==> src/rtl/pc_sequencer.sv <==
// Program-counter sequencer: boot hold-off, increment, stall with buffered
// redirect, exception/jump/branch redirect and halt for a 32-bit PC register.
module pc_sequencer #(
  parameter int               WIDTH       = 32,
  parameter int               BOOT_CYCLES = 2,
  parameter logic [WIDTH-1:0] EXC_VECTOR  = WIDTH'(32'h0000_0004),
  parameter int               CNT_WIDTH   = 16
) (
  input  logic                 clk,
  input  logic                 reset,
  input  logic                 stall,
  input  logic                 branch_taken,
  input  logic [WIDTH-1:0]     branch_target,
  input  logic                 jump,
  input  logic [WIDTH-1:0]     jump_target,
  input  logic                 exception,
  input  logic                 halt,
  output logic                 pc_we,
  output logic                 pc_overwrite,
  output logic [WIDTH-1:0]     pc_target,
  output logic                 flush,
  output logic                 busy_boot,
  output logic                 halted,
  output logic [CNT_WIDTH-1:0] stall_count
);

  typedef enum logic [1:0] {
    BOOT  = 2'b00,
    RUN   = 2'b01,
    STALL = 2'b10,
    HALT  = 2'b11
  } state_t;

  localparam int BW = (BOOT_CYCLES > 1) ? $clog2(BOOT_CYCLES) : 1;
  localparam logic [BW-1:0] BOOT_LAST = BW'(BOOT_CYCLES - 1);

  localparam logic [1:0] PRI_NONE   = 2'd0;
  localparam logic [1:0] PRI_BRANCH = 2'd1;
  localparam logic [1:0] PRI_JUMP   = 2'd2;
  localparam logic [1:0] PRI_EXC    = 2'd3;

  state_t               state_reg, state_next;
  logic [BW-1:0]        boot_cnt_reg, boot_cnt_next;
  logic                 pend_v_reg, pend_v_next;
  logic [1:0]           pend_pri_reg, pend_pri_next;
  logic [WIDTH-1:0]     pend_tgt_reg, pend_tgt_next;
  logic [CNT_WIDTH-1:0] stall_count_reg, stall_count_next;

  // Highest-priority redirect requested by the inputs this cycle.
  logic                 in_v;
  logic [1:0]           in_pri;
  logic [WIDTH-1:0]     in_tgt;

  always_comb begin
    in_v   = 1'b0;
    in_pri = PRI_NONE;
    in_tgt = '0;
    if (exception) begin
      in_v   = 1'b1;
      in_pri = PRI_EXC;
      in_tgt = EXC_VECTOR;
    end else if (jump) begin
      in_v   = 1'b1;
      in_pri = PRI_JUMP;
      in_tgt = jump_target;
    end else if (branch_taken) begin
      in_v   = 1'b1;
      in_pri = PRI_BRANCH;
      in_tgt = branch_target;
    end
  end

  always_ff @(posedge clk) begin
    if (reset) begin
      state_reg       <= BOOT;
      boot_cnt_reg    <= '0;
      pend_v_reg      <= 1'b0;
      pend_pri_reg    <= PRI_NONE;
      pend_tgt_reg    <= '0;
      stall_count_reg <= '0;
    end else begin
      state_reg       <= state_next;
      boot_cnt_reg    <= boot_cnt_next;
      pend_v_reg      <= pend_v_next;
      pend_pri_reg    <= pend_pri_next;
      pend_tgt_reg    <= pend_tgt_next;
      stall_count_reg <= stall_count_next;
    end
  end

  always_comb begin
    state_next       = state_reg;
    boot_cnt_next    = boot_cnt_reg;
    pend_v_next      = pend_v_reg;
    pend_pri_next    = pend_pri_reg;
    pend_tgt_next    = pend_tgt_reg;
    stall_count_next = stall_count_reg;
    pc_we            = 1'b0;
    pc_overwrite     = 1'b0;
    pc_target        = '0;
    flush            = 1'b0;

    case (state_reg)
      BOOT: begin
        boot_cnt_next = boot_cnt_reg + BW'(1);
        if (boot_cnt_reg == BOOT_LAST) begin
          state_next = RUN;
        end
      end

      RUN: begin
        if (halt) begin
          state_next = HALT;
        end else if (stall) begin
          // Redirect is parked until the stall releases; no flush yet.
          state_next = STALL;
          if (in_v) begin
            pend_v_next   = 1'b1;
            pend_pri_next = in_pri;
            pend_tgt_next = in_tgt;
          end
        end else begin
          pc_we = 1'b1;
          if (in_v) begin
            pc_overwrite = 1'b1;
            pc_target    = in_tgt;
            flush        = 1'b1;
          end
        end
      end

      STALL: begin
        if (stall_count_reg != {CNT_WIDTH{1'b1}}) begin
          stall_count_next = stall_count_reg + CNT_WIDTH'(1);
        end
        if (halt) begin
          state_next    = HALT;
          pend_v_next   = 1'b0;
          pend_pri_next = PRI_NONE;
          pend_tgt_next = '0;
        end else if (stall) begin
          // Equal priority replaces: the most recent request of a class wins.
          if (in_v && (!pend_v_reg || in_pri >= pend_pri_reg)) begin
            pend_v_next   = 1'b1;
            pend_pri_next = in_pri;
            pend_tgt_next = in_tgt;
          end
        end else begin
          state_next = RUN;
          pc_we      = 1'b1;
          // On release a tie goes to the older, buffered redirect.
          if (pend_v_reg && pend_pri_reg >= in_pri) begin
            pc_overwrite = 1'b1;
            pc_target    = pend_tgt_reg;
            flush        = 1'b1;
          end else if (in_v) begin
            pc_overwrite = 1'b1;
            pc_target    = in_tgt;
            flush        = 1'b1;
          end
          pend_v_next   = 1'b0;
          pend_pri_next = PRI_NONE;
          pend_tgt_next = '0;
        end
      end

      HALT: begin
      end

      default: begin
        state_next = BOOT;
      end
    endcase

    if (reset) begin
      pc_we        = 1'b0;
      pc_overwrite = 1'b0;
      pc_target    = '0;
      flush        = 1'b0;
    end
  end

  assign busy_boot   = (state_reg == BOOT);
  assign halted      = (state_reg == HALT);
  assign stall_count = stall_count_reg;

endmodule
==> config.mk <==
export PLATFORM = sky130hd
export DESIGN_NAME = pc_sequencer
export DESIGN_NICKNAME = d
export VERILOG_FILES = /design/src/rtl/pc_sequencer.sv
export SDC_FILE = /design/constraint.sdc
export NUM_CORES = 1
export LEC_CHECK = 0
export BUFFER_PORTS_ARGS = -buffer_cell sky130_fd_sc_hd__buf_2
export CORE_MARGIN = 3
export CORE_UTILIZATION = 52
export DETAILED_ROUTE_END_ITERATION = 8
export PLACE_DENSITY = 0.92
export SYNTH_ARGS = -nofsm -noshare
export SYNTH_HDL_FRONTEND = slang
export SYNTH_SLANG_ARGS = --single-unit
==> constraint.sdc <==
create_clock -name clk -period 3.9 [get_ports clk]
set_input_delay 0.195 -clock clk [delete_from_list [all_inputs] [get_ports clk]]
set_output_delay 0.195 -clock clk [all_outputs]
set_load 0.1 [all_outputs]
### Word-level counts from Yosys, hierarchy flattened

Index checks and enable logic that the tools add are counted.

* logic and storage cells: 88
* bits in registers: 54
* output and inout bits: 53
* input bits: 71

* equality and inequality tests: 11
* mux-type cells: 56
* order comparisons: 2
* $add $sub $neg: 2
* reductions and logical operators: 11

Operators with widths (count)
* $mux W32: 16
* $pmux W32 S2: 2
* $mux W2: 13
* $mux W1: 21
* $add A16 B1 Y16 const B: 1
* $ne A16 B16 Y1 const B: 1
* $ne A2 B2 Y1 const B: 3
* $ne A3 B3 Y1 const B: 2
* $pmux W2 S3: 1
* $reduce_and A5 Y1: 1
* $eq A2 B2 Y1 const B: 2
* $ge A2 B2 Y1: 2
* $ne A4 B4 Y1 const B: 1
* $pmux W1 S2: 2
* $pmux W2 S2: 1
* $reduce_and A4 Y1: 1
* $reduce_bool A3 Y1: 1
* $eq A2 B1 Y1 const B: 1
* $logic_and A1 B1 Y1: 2
* $logic_not A2 Y1: 1
* $ne A2 B1 Y1 const B: 1
* $reduce_and A2 Y1: 1
* $reduce_bool A2 Y1: 1
* $reduce_or A2 Y1: 1
* other kinds (3): 3

### Depth between registers and ports, before layout

* depth in word-level cells: 10
* gate-level depth with buffers: 12
* mapped depth without buffers: 7

### Worst setup path after synthesis

No wires, ideal clock.

* path type: flip-flop to output port
* start: reg state_reg[0]
* end: out pc_overwrite
* arrival time: 3.391 ns
* stages on the path, launching flop included: 7
* path slack: 0.314 ns
* data required time: 3.705 ns
* path through: dfxtp_1 inv_1 ha_1 nor4b_4 and2b_4 a32o_1 buf_4

* longest elaborated chain between the ends: 3
* elaborated cells on any way between the ends: 4

Ends and longest elaborated chain
* start, declared: line 42 `state_t state_reg, state_next;`
* start signal, assigned: line 82 `state_reg <= state_next;`
* $eq A2 B2 Y1 / $eq A2 B1 Y1 (equally long branches)
* $pmux W1 S2 *
* $mux W1 *
* end, declared: line 19 `output logic pc_overwrite,`

Every way passes the cells marked *; elsewhere a longest branch is shown, timed or not.

### Worst setup path after layout

* start: reg state_reg[0]
* end: out pc_target[8]

* longest elaborated chain between the ends: 3
* elaborated cells on any way between the ends: 4

Ends and longest elaborated chain
* $eq A2 B2 Y1 / $eq A2 B1 Y1 (equally long branches): line 103 `case (state_reg)`
* $pmux W32 S2 *: line 103
* $mux W32 *: line 175 `if (reset) begin`
* end, declared: line 20 `output logic [WIDTH-1:0] pc_target,`

Marks and branches as above.

==> results_dict.tcl <==
set metrics [dict create \
    postSynthCellCount 346 \
    ys.flop_type "dfxtp_1" \
    final_layout_size_suffix_gt1_share_pct 34.4 \
    clock_latency_ps 300 \
    core_area_um2 5610 \
    synth-warning-count 0 \
    grt_usage_pct 24.8 \
    tns_ps 0 \
    drv_cap 0 \
    timing.rr.start "state_reg[0]$_SDFFE_PP0P_" \
    hold_buffers 0 \
    min-delay-path-class "input pin to register" \
    skew_ps 7.46 \
    antenna_found_initial 0 \
    start_kind "register" \
    status "completed" \
    nets 530 \
    synth_edf_count 0 \
    cp.arrival_ps 3110 \
    h-tree-depth 2 \
    wire_per_inst_um 16.5 \
    worst_r2r_path_depth 7 \
    final_common_cell "buf_2" \
    root_buffer "clkbuf_8" \
    drt-pass1-iter-count 5 \
    grt-ovfl-total 0 \
    holdWs_ps 292 \
    fillCellCount 461 \
    clkSinkCount 54 \
    via_per_inst 6.20 \
    syn2layout_area_growth_pct 23.9 \
    rows 27 \
    setup_viol 0 \
    cts_max_path_buffers 2 \
    post-place-ws_ps 832 \
    setup.worst_path.end "pc_target[8]" \
    cts_setup_buffers 0 \
    p_leak_nw 1.74 \
    crit_type "register to primary output" \
    drc_errors 0 \
    n_antenna_cell 0 \
    worst_path_max_delay_cell "a21boi_4" \
    path_cells "inv_1 -> ha_1 -> inv_1 -> a211o_1 -> a21boi_4 -> a22o_1 -> buf_2" \
    fmax_mhz 303 \
    endpoint_kind "primary output" \
    grt_pass1_vias 3086 \
    post-route-min-period_ps 3300 \
    period_share_pct 84.6 \
    vias 3254 \
    setup_slack_ps 599 \
    slew_violations 0 \
    worstPathRequired_ps 3700 \
    syn_nets 424 \
    syn-mean-instance-area_um2 8.88 \
    startpoint "state_reg[0]$_SDFFE_PP0P_" \
    die_area_um2 6860 \
    power_density_nw_per_um2 369 \
    die_height_um 82.9 \
    r2r_setup_slack_ps 1620 \
    final_cell_mix "buf_2 (123), a22o_1 (58), dfxtp_1 (54)" \
    drtIter0Drc 175 \
    rsz0062_at_grt "no" \
    cts-resized-gates 0 \
    syn-cell-area_um2 3070 \
    regArea_um2 1080 \
    fp.dieW_um 82.9 \
    synth_cell_types 57 \
    yosys_register_bits 54 \
    path_clk_slew_ps 100 \
    grt_max_degree 36 \
    multi_input_area_um2 1810 \
    ios 124 \
    crit_path_max_fanout 27 \
    hpwl_um 6280 \
    worstMarginPinSlew_ps 759 \
    finalHoldViolations 0 \
    path_common_cell "inv_1" \
    largest_register_ffs 32 \
    initial_core_util_pct 54.8 \
    gp_congestion 0.804 \
    port_buffers 123 \
    ys_async_sr_fraction_pct 0 \
    cpPeakStageDelay_ps 630 \
    slew-limit-headroom_pct 49.3 \
    antenna_left 0 \
    cts_buffers 5 \
    ir_worst_vdd_mv 0.278 \
    drt-total-wl_um 8690 \
    synth-seq-area-share_pct 35.2 \
    grt_pass1_wl_um 14700 \
    worstReg2RegEnd "pend_tgt_reg[30]$_SDFFE_PP0P_" \
    cts_tree "built" \
]
metal layers:
metal	wire length (um)	global-route usage (%)
met3	587	4.86
met5	0	0
met1	3520	31.6
met4	120	4.75
met2	4460	43.6
cells in the mapped netlist, drive strengths merged (4+ instances only):
| cell type | instances | area (um2) |
|---|---|---|
| a31oi | 4 | 25.0 |
| nor3 | 7 | 45.0 |
| a21oi | 16 | 80.1 |
| nand3 | 8 | 45.0 |
| or3 | 5 | 33.8 |
| a22o | 58 | 508 |
| ha | 7 | 87.6 |
| nand2 | 15 | 56.3 |
| nand4 | 4 | 31.3 |
| o21ai | 7 | 35.0 |
| inv | 12 | 45.0 |
| a32o | 6 | 60.1 |
| clkbuf | 10 | 37.5 |
| buf | 20 | 113 |
| nor4 | 5 | 52.6 |
| a22oi | 31 | 233 |
| nor2 | 36 | 135 |
| mux2i | 4 | 40.0 |
| dfxtp | 54 | 1080 |
cell families (layout without fill, tap and decap cells):
| logic type | count (synthesis) | count (layout) | synth area share, % |
|---|---|---|---|
| xor gates and xnor gates | 1 | 1 | 0.285 |
| adders and majority gates | 7 | 7 | 2.85 |
| muxes | 4 | 4 | 1.30 |
| DFF | 54 | 54 | 35.2 |
| buffers and inverters | 42 | 149 | 6.35 |
| AOI/OAI and AO/OA | 141 | 141 | 36.4 |
| and+or+nand+nor | 97 | 97 | 17.6 |
worst max-delay path, delay by kind of cell, from the launching register on:
kind | cells | cell delay [ps]
AOI/OAI and AO/OA | 3 | 1200
adders and majority gates | 1 | 510
buffers and inverters | 3 | 740
DFF | 1 | 340
stage by stage:
step | power, W | instances | utilization [%] | cell area [um2]
floorplan | 0.000916 | 346 | - | 3070
global placement | 0.000999 | 517 | 65.7 | 3680
detailed placement | 0.00101 | 517 | 65.7 | 3680
CTS | 0.00141 | 525 | 67.9 | 3810
global route | 0.00147 | 525 | 67.9 | 3810
finish | 0.00141 | 525 | 67.9 | 3810
where the power goes:
part | total (W) | leakage (nW) | switching (W) | internal [W]
sequential | 0.000598 | 0.436 | 0.0000194 | 0.000579
combinational | 0.000405 | 1.24 | 0.000277 | 0.000128
clock | 0.000403 | 0.0618 | 0.000192 | 0.000212
how the worst min path moves through the flow:
stage                            startpoint                            end  slack [ps]  cells past startpoint
3_5_place_dp   pend_pri_reg[0]$_SDFFE_PP0P_   pend_pri_reg[0]$_SDFFE_PP0P_         460                      2
4_1_cts                               reset      boot_cnt_reg$_SDFFE_PP0P_         290                      2
6_report                              reset      boot_cnt_reg$_SDFFE_PP0P_         290                      2
3_3_place_gp   pend_pri_reg[0]$_SDFFE_PP0P_   pend_pri_reg[0]$_SDFFE_PP0P_         450                      2
2_1_floorplan                         reset   stall_count[12]$_SDFFE_PP0P_         420                      2
5_1_grt                   branch_target[17]  pend_tgt_reg[17]$_SDFFE_PP0P_         310                      4
final cells by class:
type | instances | area share [%]
Clock inverter | 2 | 1.02
Multi-Input combinational cell | 250 | 47.5
Sequential cell | 54 | 28.4
Inverter | 12 | 1.18
Clock buffer | 6 | 2.17
Timing Repair Buffer | 129 | 17.4
Tap cell | 72 | 2.37
No activity file was read; power rests on OpenSTA's default activity.
